<file path="src/rtl/store_pkg.sv">
// Shared types and constants for the store-merge path: size codes, FSM states, lane selects.
// Latency: n/a (declarations only).
// Backpressure: n/a.
//
// Contents: size_e (SZ_WORD/SZ_HALF/SZ_BYTE/SZ_RSVD), state_e (ST_IDLE/ST_WR/ST_RD/ST_MRG/ST_ERR),
// lane-width and lane-select constants used by lane_merge and store_merge_ctrl.
package store_pkg;

  localparam int WORD_W = 32;
  localparam int HALF_W = 16;
  localparam int BYTE_W = 8;

  // Byte-address bit that picks the upper half-word within a RAM word.
  localparam int HALF_SEL_BIT = 1;

  // Byte-lane indices within a little-endian RAM word.
  localparam logic [1:0] LANE_B0 = 2'd0;
  localparam logic [1:0] LANE_B1 = 2'd1;
  localparam logic [1:0] LANE_B2 = 2'd2;
  localparam logic [1:0] LANE_B3 = 2'd3;

  typedef enum logic [1:0] {
    SZ_WORD = 2'b00,
    SZ_HALF = 2'b01,
    SZ_BYTE = 2'b10,
    SZ_RSVD = 2'b11
  } size_e;

  typedef enum logic [2:0] {
    ST_IDLE = 3'd0,
    ST_WR   = 3'd1,
    ST_RD   = 3'd2,
    ST_MRG  = 3'd3,
    ST_ERR  = 3'd4
  } state_e;

endpackage

</file>
<file path="src/rtl/store_merge_ctrl_lane_merge.sv">
// lane_merge: splices a half-word (or byte) of new store data into an old RAM word.
// Latency: purely combinational.
// Backpressure: none.
//
// Ports:
//   old_word_i  [31:0]  word read back from RAM
//   new_data_i  [15:0]  store data, sub-word value in the low bits
//   size_i      size_e  store size; SZ_WORD/SZ_RSVD pass old_word_i through
//   lane_i      [1:0]   byte address within the word
//   merged_o    [31:0]  word to write back
// Byte lanes exist only when STORE_MERGE_BYTE_EN is defined.
module lane_merge
  import store_pkg::*;
(
  input  logic [WORD_W-1:0] old_word_i,
  input  logic [HALF_W-1:0] new_data_i,
  input  size_e             size_i,
  input  logic [1:0]        lane_i,
  output logic [WORD_W-1:0] merged_o
);

`ifndef STORE_MERGE_BYTE_EN
  // Half-word selection only looks at bit 1; bit 0 matters only to byte lanes.
  logic unused_lane0;
  assign unused_lane0 = lane_i[0];
`endif

  always_comb begin
    merged_o = old_word_i;
    case (size_i)
      SZ_HALF: begin
        if (lane_i[HALF_SEL_BIT]) begin
          merged_o[WORD_W-1:HALF_W] = new_data_i;
        end else begin
          merged_o[HALF_W-1:0] = new_data_i;
        end
      end
`ifdef STORE_MERGE_BYTE_EN
      SZ_BYTE: begin
        case (lane_i)
          LANE_B0: merged_o[7:0]   = new_data_i[BYTE_W-1:0];
          LANE_B1: merged_o[15:8]  = new_data_i[BYTE_W-1:0];
          LANE_B2: merged_o[23:16] = new_data_i[BYTE_W-1:0];
          LANE_B3: merged_o[31:24] = new_data_i[BYTE_W-1:0];
          default: merged_o = old_word_i;
        endcase
      end
`endif
      default: merged_o = old_word_i;
    endcase
  end

endmodule

</file>
<file path="src/rtl/store_merge_ctrl.sv">
// store_merge_ctrl: commits word/half/byte stores to a RAM without byte enables (RMW for sub-word).
// Latency: word store writes 1 cycle after accept, sub-word 2 cycles after accept, error pulse 1.
// Backpressure: req_ready high only in IDLE; one store in flight, a held request waits for IDLE.
//
// Optional feature macro: STORE_MERGE_BYTE_EN (byte stores via RMW; otherwise size 10 -> err).
// Ports:
//   clk, rst                 clock; asynchronous active-high reset
//   req_valid/req_ready      store handshake; req_addr[31:0] byte address,
//                            req_data[31:0] store data, req_size[1:0] size code
//   mem_addr[ADDR_W-1:0]     RAM word address (req_addr[ADDR_W+1:2], wraps)
//   mem_re / mem_rdata       read strobe; read data returns the following cycle
//   mem_we / mem_wdata       write strobe and data
//   done / err               one-cycle pulses: store committed / request dropped
module store_merge_ctrl
  import store_pkg::*;
#(
  parameter int ADDR_W = 10
) (
  input  logic              clk,
  input  logic              rst,
  input  logic              req_valid,
  output logic              req_ready,
  input  logic [31:0]       req_addr,
  input  logic [31:0]       req_data,
  input  logic [1:0]        req_size,
  output logic [ADDR_W-1:0] mem_addr,
  output logic              mem_re,
  input  logic [31:0]       mem_rdata,
  output logic              mem_we,
  output logic [31:0]       mem_wdata,
  output logic              done,
  output logic              err
);

  state_e            state_q, state_d;
  logic [ADDR_W+1:0] addr_q, addr_d;
  logic [31:0]       data_q, data_d;
  size_e             size_q, size_d;

  logic  accept;
  logic  bad_req;
  size_e req_size_e;
  logic [31:0] merged;

  // Bits above the RAM range are dropped so out-of-range addresses wrap.
  logic unused_addr_hi;
  assign unused_addr_hi = ^req_addr[31:ADDR_W+2];

  assign req_size_e = size_e'(req_size);
  assign accept     = req_valid & req_ready;

  // Decode of requests that must be dropped with an err pulse.
  always_comb begin
    bad_req = 1'b0;
    case (req_size_e)
      SZ_WORD: bad_req = (req_addr[1:0] != 2'b00);
      SZ_HALF: bad_req = req_addr[0];
`ifdef STORE_MERGE_BYTE_EN
      SZ_BYTE: bad_req = 1'b0;
`else
      SZ_BYTE: bad_req = 1'b1;
`endif
      default: bad_req = 1'b1;
    endcase
  end

  // Request latch: RAM-facing outputs never look at req_* directly.
  always_comb begin
    addr_d = addr_q;
    data_d = data_q;
    size_d = size_q;
    if (accept) begin
      addr_d = req_addr[ADDR_W+1:0];
      data_d = req_data;
      size_d = req_size_e;
    end
  end

  always_comb begin
    state_d = state_q;
    case (state_q)
      ST_IDLE: begin
        if (req_valid) begin
          if (bad_req) begin
            state_d = ST_ERR;
          end else if (req_size_e == SZ_WORD) begin
            state_d = ST_WR;
          end else begin
            state_d = ST_RD;
          end
        end
      end
      ST_RD:   state_d = ST_MRG;
      ST_WR:   state_d = ST_IDLE;
      ST_MRG:  state_d = ST_IDLE;
      ST_ERR:  state_d = ST_IDLE;
      default: state_d = ST_IDLE;
    endcase
  end

  always_ff @(posedge clk or posedge rst) begin
    if (rst) begin
      state_q <= ST_IDLE;
      addr_q  <= '0;
      data_q  <= '0;
      size_q  <= SZ_WORD;
    end else begin
      state_q <= state_d;
      addr_q  <= addr_d;
      data_q  <= data_d;
      size_q  <= size_d;
    end
  end

  // In MRG, mem_rdata carries the word requested by RD in the previous cycle.
  lane_merge u_lane_merge (
    .old_word_i (mem_rdata),
    .new_data_i (data_q[HALF_W-1:0]),
    .size_i     (size_q),
    .lane_i     (addr_q[1:0]),
    .merged_o   (merged)
  );

  // Strobes decode straight from state_q so a reset removes them without waiting for a clock.
  always_comb begin
    req_ready = 1'b0;
    mem_re    = 1'b0;
    mem_we    = 1'b0;
    mem_wdata = '0;
    done      = 1'b0;
    err       = 1'b0;
    case (state_q)
      ST_IDLE: req_ready = 1'b1;
      ST_WR: begin
        mem_we    = 1'b1;
        mem_wdata = data_q;
        done      = 1'b1;
      end
      ST_RD:   mem_re = 1'b1;
      ST_MRG: begin
        mem_we    = 1'b1;
        mem_wdata = merged;
        done      = 1'b1;
      end
      ST_ERR:  err = 1'b1;
      default: req_ready = 1'b0;
    endcase
  end

  assign mem_addr = addr_q[ADDR_W+1:2];

endmodule
</file>
<file path="config.mk">
export PLATFORM = sky130hd
export DESIGN_NAME = store_merge_ctrl
export DESIGN_NICKNAME = d
export VERILOG_FILES = /design/src/rtl/store_pkg.sv /design/src/rtl/store_merge_ctrl_lane_merge.sv /design/src/rtl/store_merge_ctrl.sv
export SDC_FILE = /design/constraint.sdc
export NUM_CORES = 1
export LEC_CHECK = 0
export ABC_AREA = 0
export CAP_MARGIN = 5
export CORE_MARGIN = 2
export CORE_UTILIZATION = 38
export CTS_BUF_LIST = sky130_fd_sc_hd__clkbuf_2
export DETAILED_ROUTE_END_ITERATION = 10
export GPL_TIMING_DRIVEN = 1
export PLACE_DENSITY = 0.79
export SYNTH_ARGS = -nofsm -noshare
export SYNTH_HDL_FRONTEND = slang
export SYNTH_HIERARCHICAL = 1
export SYNTH_SLANG_ARGS = --single-unit
</file>
<file path="constraint.sdc">
create_clock -name clk -period 1.8 [get_ports clk]
set_clock_uncertainty 0.15 [all_clocks]
set_input_delay 0.36 -clock clk [delete_from_list [all_inputs] [get_ports clk]]
set_output_delay 0.36 -clock clk [all_outputs]
set_load 0.02 [all_outputs]
</file>
Word-level counts from Yosys, hierarchy flattened --
Cells that the tools add are included.
Storage, ports and cells: memories kept 0, latch bits 0, memory bits (read-only) 0, RAM bits 0, flip-flop bits (word level) 49
Operators by class: shifts and indexed selects 0, add/subtract/negate cells 0, bitwise operators 1, div/mod/pow operators 0, mux-type cells 13, equal/unequal tests 7, reduce and logical (&&, ||, !) cells 4, multiply operators 0, magnitude comparators 0
Operators with widths (count):
- $pmux 32 s2 | 1
- $mux 16 | 2
- $mux 32 | 1
- $eq 3x2->1 const B | 2
- $mux 3 | 2
- $pmux 3 s2 | 1
- $eq 2x1->1 const B | 2
- $mux 1 | 4
- $eq 3x1->1 const B | 1
- $eq 3x3->1 const B | 1
- $logic_not 3->1 | 1
- $logic_not 2->1 | 1
- $mux 2 | 1
- $ne 2x2->1 const B | 1
- $pmux 1 s2 | 1
- $reduce_bool 2->1 | 1
- $reduce_or 2->1 | 1
- $and 1x1->1 | 1

Depth between registers and ports, before layout --
Gate-level depths: netlist of the first run.
depth after elaboration 5, mapped depth 5, depth with buffers taken out 4

Modules after synthesis --
The synthesis of the first run kept the hierarchy.
By module, submodules not included:
- store_merge_ctrl | cells each 198, instances 1, sequential area each 1226.2 um^2, area each 2567.5 um^2
- lane_merge | cells each 36, instances 1, sequential area each 0.0 um^2, area each 411.6 um^2

Worst setup path after synthesis of the first run --
OpenSTA, ideal clock, no wires.
kind reg-to-output, start register addr_q[1], end output mem_wdata[6], arrival time 1520 ps, data required time 1290 ps, path slack -230 ps, path buffers 1, cell stages (with the launch flop) 6, path through dfrtp_1 > nor3b_4 > buf_4 > mux2_2 > mux2i_1 > nor2_1
Between the ends: longest elaborated chain between the ends 3
RTL lines:
- start, declared | RTL line store_merge_ctrl.sv:36 | logic [ADDR_W+1:0] addr_q, addr_d;
- start signal, assigned | RTL line store_merge_ctrl.sv:109 | addr_q <= addr_d;
- $mux 16 | RTL line store_merge_ctrl_lane_merge.sv:32 | if (lane_i[HALF_SEL_BIT]) begin
- $mux 32 | RTL line store_merge_ctrl_lane_merge.sv:30 | case (size_i)
- net merged[6] | RTL line store_merge_ctrl.sv:43 | logic [31:0] merged;
- $pmux 32 s2 | RTL line store_merge_ctrl.sv:132 | case (state_q)
- end, declared | RTL line store_merge_ctrl.sv:30 | output logic [31:0] mem_wdata,
The timed path passes the listed nets, and every way through them passes these cells.

Final worst setup path of the first run --
start register size_q[1], end output mem_wdata[1]
Between the ends: longest elaborated chain between the ends 3
RTL lines:
- start, declared | RTL line store_merge_ctrl.sv:38 | size_e size_q, size_d;
- start signal, assigned | RTL line store_merge_ctrl.sv:111 | size_q <= size_d;
- $eq 2x1->1 | RTL line store_merge_ctrl_lane_merge.sv:30
- $mux 32 | RTL line store_merge_ctrl_lane_merge.sv:30
- net merged[1] | RTL line store_merge_ctrl.sv:43
- $pmux 32 s2 | RTL line store_merge_ctrl.sv:132
The timed path passes the listed nets, and every way through them passes these cells.

==> flow_summary.yaml, run 1 <==
worst_setup_path:
  crit_type: "reg -> out"
  r2r_start: "state_q[0]"
  cp_max_fo: 8
  cp.arrival_ns: 2.10
  critical_path_required_ns: 1.29
  critPathSlowestCell: "dfrtp_1"
  crit_start: "size_q[1]"
  path_cells: "buf_6 > nor3b_4 > buf_4 > buf_12 > mux2_4 > mux2i_1 > nor2_1 > buf_4"
  critPathMaxStageDelay_ns: 0.44
  critical_path.endpoint_type: "primary output"
  cpMostUsedCell: "buf_4"
  cp.buffers_inverters: 4
  cp_top_family: "buffers and inverters"
  start_kind: "flop"
timing:
  final.setup.tns_ns: -35.18
  period_share_pct: 145
  hold_viol: 0
  finalSetupViolations: 83
  tightestPinTransition_ns: 0.348
  rsz0062_at_grt: "true"
  fin_crit_ns: 2.61
  fmax_mhz: 383
  fin_ws_ns: -0.812
  fin_hold_ws_ns: 0.104
  slew_headroom_pct: 76.5
  slew_viol_final: 0
clocking:
  htreeDepth: 2
  cts_buffer_depth: 2
  cts_tree: "built"
  clock-sinks: 48
  clk_pin_slew_worst_paths_ns: 0.25
  cts_made_buffers: 5
  clk_latency_ns: 0.41
  cts_root_buf: "clkbuf_2"
power:
  p_per_area_nw_per_um2: 1180
  p_clk_share_pct: 7.8
  switchingPower_mw: 1.97
  p_sw_share_pct: 34.7
  vdd_drop_max_v: 0.000713
  combPwrFrac_pct: 59.2
  p_seq_share_pct: 33.0
  power.internal_mw: 3.70
  power.leakage_nw: 2.18
global_routing:
  grt_pass1_vias: 2514
  grt_use_met3_pct: 3.70
  grt_util_all_layers_pct: 19.0
  globalRouteMet1Util_pct: 24.2
  grt_most_used_layer: "met2"
  grt_max_degree: 33
  antenna_found_initial: 0
  grt_pass1_wl_um: 12600
  overflow: 0
  use_met2_pct: 34.0
cells_and_area:
  area_growth_pct: 63.4
  final_net_count: 482
  final-instance-count-excl-fill: 484
  final_cell_mix: "80 x clkdlybuf4s50_1, 59 x mux2_4, 46 x dfrtp_1"
  n_antenna_cell: 0
  final_util_pct: 63.2
  drive_gt1_share_pct: 49.0
  layout_commonest_cell: "clkdlybuf4s50_1"
  fill_cells: 621
route:
  vias: 2313
  via_per_inst: 4.78
  ant_nets: 0
  drcViolationCount: 0
  wl_per_cell_um: 16.7
  drt_pass1_iterations: 4
  routed_wirelength_um: 8080
  drt_iter0_markers: 13
synth:
  syn_inst: 232
  yosysWarnings: 6
  synth.cell_area_sq_um: 2940
  syn_nets: 333
  synth.avg_cell_area_sq_um: 12.7
die:
  rows: 32
  die-area_sq_um: 8460
  initial_core_util_pct: 38.7
  fp.dieW_um: 92
  die_h_um: 92
  coreArea_sq_um: 7610
  io_pins: 148
placed_design:
  dp_slack_ns: -0.633
  portBuffers: 127
  dp_hpwl_um: 5470
  routabilityCongestion: 0.757
  placedCellCount: 458
worst_hold_path:
  hold_class: "in -> async"
status:
  status: "finished, violations left"
  violations: "setup timing"
flow_run:
  drv_cap: 0
-- power by group through the flow --
stage | clock network (mW) | registers (mW) | logic (mW)
2_1_floorplan | 0 | 1.79 | 1.99
3_3_place_gp | 0 | 1.86 | 2.77
3_5_place_dp | 0 | 1.89 | 2.82
4_1_cts | 0.465 | 1.86 | 3.30
5_1_grt | 0.509 | 1.94 | 3.56
6_report | 0.443 | 1.87 | 3.36
-- worst paths after layout --
path,to,slack [ns],depth (start not counted)
max in group asynchronous,state_q[1],1.08,3
min in group clk,data_q[11],0.38,2
setup / recovery,mem_wdata[1],-0.81,8
setup reg to reg,addr_q[11],-0.34,9
hold reg to reg,addr_q[7],0.39,1
hold / removal,data_q[26],0.10,3
-- layout make-up --
class,count,area (sq um),share of cell area [%]
inverter,2,12.5,0.260
sequential,48,1200,25.0
clock buffer,7,35.0,0.729
timing repair buffer,168,1690,35.2
tap,102,128,2.65
clock inverter,1,3.75,0.0781
multi-input combinational,156,1730,36.0
-- metal layers --
layer	share of wire, %	vias up
li1	-	1104
met1	43	1131
met2	51	71
met3	4.6	7
met4	1.0	0
met5	0	-
-- worst min-delay path, cell delays in order --
cell and delay (ns):
clkdlybuf4s50_1 0.41, inv_2 0.06, buf_4 0.28
-- stage by stage --
step                power (mW)  area [sq um]
finish                    5.67          4810
global route              6.01          4810
CTS                       5.63          4740
detailed placement        4.71          4410
global placement          4.63          4410
floorplan                 3.78          2970
-- timing repair --
item / CTS / global route
pin swaps: 8 / 6
gates cloned: 3 / 1
hold buffers: 0 / 0
setup buffers: 14 / 3
endpoints found under the setup margin: 90 / 83
gates resized for setup: 241 / 19
hold endpoints to repair: 0 / 0
-- sequential cells by signal, indices dropped and copies added (netlist names) --
register	count
data_q	32
state_q	3
size_q	2
addr_q	11
(Power assumes the default switching activity.)
==> run 2, diff against run 1 <==
- ABC_AREA: 0 -> default
- RECOVER_POWER: default -> 25
- clock period: 1.8 -> 2.4 ns (I/O delays scaled with it)
==> run 2 against run 1 <==
The run still ends with setup timing left. Global-route usage fell by 0.37 points. Final area fell by 7.9%. Critical path depth decreased by 1. Largest power group unchanged. First-iteration DRC count rose to 3.3 times the previous value. Clock-buffer cell count down 2. Critical path type unchanged. Sequential power fell by 24%. Cell count fell by 4.3%. Die area is the same. Combinational power fell by 35%.
==> flow_summary.yaml, run 2 (synthesized netlist as in run 1, its figures left out) <==
die:
  io_pins: 148
  fp.dieW_um: 92
  initial_core_util_pct: 38.7
  die_h_um: 92
  rows: 32
  coreArea_sq_um: 7610
  die-area_sq_um: 8460
timing:
  fin_ws_ns: -0.299
  finalSetupViolations: 32
  fmax_mhz: 371
  tightestPinTransition_ns: 0.699
  slew_viol_final: 0
  slew_headroom_pct: 53.4
  rsz0062_at_grt: "true"
  period_share_pct: 112
  fin_crit_ns: 2.70
  hold_viol: 0
  fin_hold_ws_ns: 0.385
global_routing:
  grt_util_all_layers_pct: 18.6
  grt_pass1_vias: 2432
  overflow: 0
  grt_pass1_wl_um: 12400
  grt_max_degree: 36
  antenna_found_initial: 0
route:
  vias: 2239
  via_per_inst: 4.84
  drt_pass1_iterations: 4
  wl_per_cell_um: 17.1
  ant_nets: 0
  drt_iter0_markers: 43
  drcViolationCount: 0
  routed_wirelength_um: 7910
worst_setup_path:
  worstRegToRegCells: 4
  r2r_end: "data_q[9]"
  critPathSlowestCell: "dfrtp_2"
  r2r_slack_ns: 0.56
  critical_path.endpoint_type: "primary output"
  critical_path_required_ns: 1.77
  crit_type: "reg -> out"
  start_kind: "flop"
  cp.arrival_ns: 2.07
  path_cells: "nor3b_4 > buf_6 > buf_16 > mux2_2 > mux2i_1 > nor2_1 > buf_2"
  cp_max_fo: 5
  cp-endpoint: "mem_wdata[9]"
  critPathMaxStageDelay_ns: 0.49
  r2r_start: "state_q[1]"
  crit_start: "addr_q[1]"
placed_design:
  placed_area_sq_um: 4280
  dp_hpwl_um: 5760
  placedCellCount: 449
  portBuffers: 127
  dp_slack_ns: -0.193
  routabilityCongestion: 0.789
cells_and_area:
  reg.largest.list: "data_q: 32 flops, addr_q: 11 flops, state_q: 3 flops"
  n_antenna_cell: 0
  top_register: "data_q"
  layout_commonest_cell: "clkdlybuf4s50_1"
  area_growth_pct: 50.4
  final_cell_mix: "89 x clkdlybuf4s50_1, 50 x mux2_4, 45 x dfrtp_1"
  final_net_count: 461
  drive_gt1_share_pct: 37.1
  fill_cells: 675
  register_area_sq_um: 1200
  final-instance-count-excl-fill: 463
  multi_input_area_sq_um: 1640
  final_area_sq_um: 4430
  largest_reg_flops: 32
clocking:
  clock-sinks: 48
  cts_buffer_depth: 2
  cts_made_buffers: 5
  cts_tree: "built"
  htreeDepth: 2
  cts_root_buf: "clkbuf_2"
  clk_pin_slew_worst_paths_ns: 0.25
  clk_latency_ns: 0.42
power:
  vdd_drop_max_v: 0.000339
  p_per_area_nw_per_um2: 890
  total_power_mw: 3.94
  power.leakage_nw: 1.99
flow_run:
  drv_cap: 0
status:
  violations: "setup timing"
  status: "finished, violations left"
worst_hold_path:
  hold_class: "in -> async"
[run 2: cell count changes in the layout (fill, tap and decap cells not counted), moves of 8 or more]
cell,delta
mux2_1,+9
clkdlybuf4s50_1,+9
buf_2,-13
mux2_4,-9
nor2_1,+10
buf_4,+8
buf_6,-15
nor2_2,-10
[run 2: repair_timing]
| action | in CTS | in global routing |
|---|---|---|
| cloned | 1 | 0 |
| gates resized for setup | 193 | 16 |
| buffers inserted | 4 | 2 |
| setup endpoints to repair | 37 | 33 |
| pin swaps | 10 | 11 |
| hold buffers | 0 | 0 |
[run 2: final cells by class]
cell class              count  share of cell area (%)
multi-input cells         156                    37.1
clock inverters             3                   0.396
clock buffers               5                   0.565
inverters                   2                   0.170
well taps                 102                    2.88
repair buffers            147                    31.7
flip-flops and latches     48                    27.2
[run 2: worst max-delay path: cells and delay by family (launching register included)]
| family | cells | cell delay, ns |
|---|---|---|
| DFF | 1 | 0.49 |
| muxes | 2 | 0.45 |
| buffers and inverters | 3 | 0.43 |
| and+or+nand+nor | 2 | 0.27 |
[run 2: per-layer routing]
metal,share of wire (%),GRT usage [%],up-vias
li1,-,-,1060
met1,42,23.5,1112
met2,53,33.4,59
met3,3.7,2.63,8
met4,1.2,4.85,0
met5,0,0,-
[run 2: power breakdown]
| group | total, mW | leakage [nW] | internal, mW | switching (mW) |
|---|---|---|---|---|
| registers | 1.42 | 0.560 | 1.15 | 0.276 |
| clock network | 0.337 | 0.0308 | 0.0713 | 0.266 |
| logic | 2.18 | 1.40 | 1.31 | 0.873 |
[run 2: worst min-delay path by stage]
stage / to / cells after the start
floorplan: data_q[31] / 1
global placement: addr_q[10] / 1
detailed placement: addr_q[8] / 1
CTS: data_q[3] / 2
global route: data_q[19] / 1
finish: data_q[1] / 2
[run 2: per-stage QoR]
| step | TNS, ns | utilization (%) |
|---|---|---|
| 5_1_grt | -11.86 | 58.2 |
| 6_report | -7.49 | 58.2 |
| 4_1_cts | -8.11 | 57.9 |
| 3_5_place_dp | -4.66 | 56.3 |
| 3_3_place_gp | -3.91 | 56.3 |
| 2_1_floorplan | 0 | - |
==> run 3, diff against run 2 <==
- CORE_MARGIN: 2 -> 1
==> run 3 against run 2 <==
The flow still finishes with violations (setup timing). Worst setup slack got worse by 0.082 ns. Power increased by 1.9%. Sequential power about the same. Global-route usage increased by 0.60 points. Critical endpoint is now mem_wdata[1]. Clock power increased by 33%. Register-to-register slack got worse by 0.07 ns. Fmax decreased by 3.0%.
==> flow_summary.yaml, run 3 (synthesized netlist as in run 1, its figures left out) <==
status:
  status: "finished, violations left"
  violations: "setup timing"
route:
  routed_wirelength_um: 7520
  via_per_inst: 4.79
  drt_iter0_markers: 71
  drt_pass1_iterations: 4
  ant_nets: 0
  wl_per_cell_um: 16.1
  drcViolationCount: 0
  vias: 2231
worst_setup_path:
  crit_type: "reg -> out"
  critical_path.endpoint_type: "primary output"
  cp.arrival_ns: 2.15
  start_kind: "flop"
  critical_path_required_ns: 1.77
  cp_max_fo: 5
global_routing:
  antenna_found_initial: 0
  grt_max_degree: 35
  grt_util_all_layers_pct: 19.2
  use_met2_pct: 34.1
  grt_most_used_layer: "met2"
  grt_use_met3_pct: 3.05
  globalRouteMet1Util_pct: 24.0
  grt_pass1_wl_um: 12300
  overflow: 0
  grt_pass1_vias: 2457
power:
  switchingPower_mw: 1.39
  power.internal_mw: 2.62
  p_seq_share_pct: 35.4
  power.leakage_nw: 1.96
  p_per_area_nw_per_um2: 906
  p_sw_share_pct: 34.7
  vdd_drop_max_v: 0.000455
  p_clk_share_pct: 11.2
  combPwrFrac_pct: 53.4
timing:
  fin_ws_ns: -0.381
  final.setup.tns_ns: -10.60
  fin_crit_ns: 2.78
  hold_viol: 0
  tightestPinTransition_ns: 0.614
  finalSetupViolations: 32
  period_share_pct: 116
  slew_headroom_pct: 59.0
  slew_viol_final: 0
  fin_hold_ws_ns: 0.322
  fmax_mhz: 360
  rsz0062_at_grt: "true"
placed_design:
  placedCellCount: 447
  portBuffers: 127
  routabilityCongestion: 0.750
  dp_hpwl_um: 5660
cells_and_area:
  multi_input_area_sq_um: 1590
  drive_gt1_share_pct: 38.4
  layout_commonest_cell: "clkdlybuf4s50_1"
  final_net_count: 467
  top_register: "data_q"
  n_antenna_cell: 0
  register_area_sq_um: 1200
  area_growth_pct: 50.6
  fill_cells: 626
  largest_reg_flops: 32
  final-instance-count-excl-fill: 466
  final_cell_mix: "89 x clkdlybuf4s50_1, 46 x dfrtp_1, 40 x buf_4"
  reg.largest.list: "data_q: 32 flops, addr_q: 11 flops, state_q: 3 flops"
clocking:
  cts_made_buffers: 5
  cts_root_buf: "clkbuf_2"
  clk_pin_slew_worst_paths_ns: 0.27
  cts_tree: "built"
  hold_buffers: 0
  htreeDepth: 2
  clock-sinks: 48
  cts_buffer_depth: 2
  clk_latency_ns: 0.43
die:
  die-area_sq_um: 8100
  coreArea_sq_um: 7370
  initial_core_util_pct: 39.9
  io_pins: 148
  die_h_um: 90
  rows: 31
  fp.dieW_um: 90
flow_run:
  drv_cap: 0
worst_hold_path:
  hold_class: "in -> async"
run 3: changes by cell type in the layout (fill, tap and decap cells not counted), sizes merged:
cell / before / now
dlygate4sd2: 4 / 1
bufinv: 0 / 1
clkdlybuf4s15: 0 / 2
buf: 50 / 57
inv: 3 / 2
run 3: cell type report:
type	count	area share, %
Tap cell	99	2.80
Multi-Input combinational cell	156	35.9
Clock inverter	3	0.960
Clock buffer	5	0.565
Timing Repair Buffer	153	32.4
Sequential cell	48	27.2
Inverter	2	0.169
run 3: power by group through the flow:
stage / Clock [mW] / Combinational, mW / Sequential, mW
floorplan: 0 / 1.47 / 1.34
global placement: 0 / 1.93 / 1.40
detailed placement: 0 / 1.97 / 1.43
CTS: 0.468 / 2.12 / 1.42
global route: 0.507 / 2.28 / 1.48
finish: 0.448 / 2.14 / 1.42
run 3: worst max-delay path: stages, from the launching register on:
cell	delay (ns)
dfrtp_1	0.46
buf_6	0.13
nor3b_4	0.20
buf_6	0.14
buf_6	0.13
mux2_4	0.30
mux2i_1	0.14
nor2_1	0.07
buf_4	0.16
run 3: metal layers:
metal | vias to the layer above | routed length [um]
li1 | 1067 | -
met1 | 1089 | 3310
met2 | 64 | 3800
met3 | 11 | 265
met4 | 0 | 139
met5 | - | 0
run 3: worst paths after layout:
path                       slack [ns]       start  depth (start not counted)            to
setup reg to reg                 0.49  state_q[1]                          4     data_q[0]
hold / removal                   0.32         rst                          2     addr_q[9]
max in group asynchronous        0.77         rst                          3     data_q[4]
setup / recovery                -0.38   size_q[1]                          8  mem_wdata[1]
min in group clk                 0.39  addr_q[10]                          1    addr_q[10]
hold reg to reg                  0.39  addr_q[10]                          1    addr_q[10]
run 3: stage by stage:
stage | area [sq um] | util (%) | worst slack, ns | total power [mW]
2_1_floorplan | 2940 | - | 0.250 | 2.81
3_3_place_gp | 4270 | 57.9 | -0.175 | 3.34
3_5_place_dp | 4270 | 57.9 | -0.188 | 3.41
4_1_cts | 4390 | 59.5 | -0.438 | 4.01
5_1_grt | 4430 | 60.1 | -0.552 | 4.27
6_report | 4430 | 60.1 | -0.381 | 4.01
run 3: repair_timing:
| item | CTS | global route |
|---|---|---|
| setup endpoints to repair | 37 | 37 |
| gates cloned | 1 | 0 |
| gates resized for setup | 177 | 28 |
| pin swaps | 14 | 17 |
| buffers inserted | 7 | 5 |
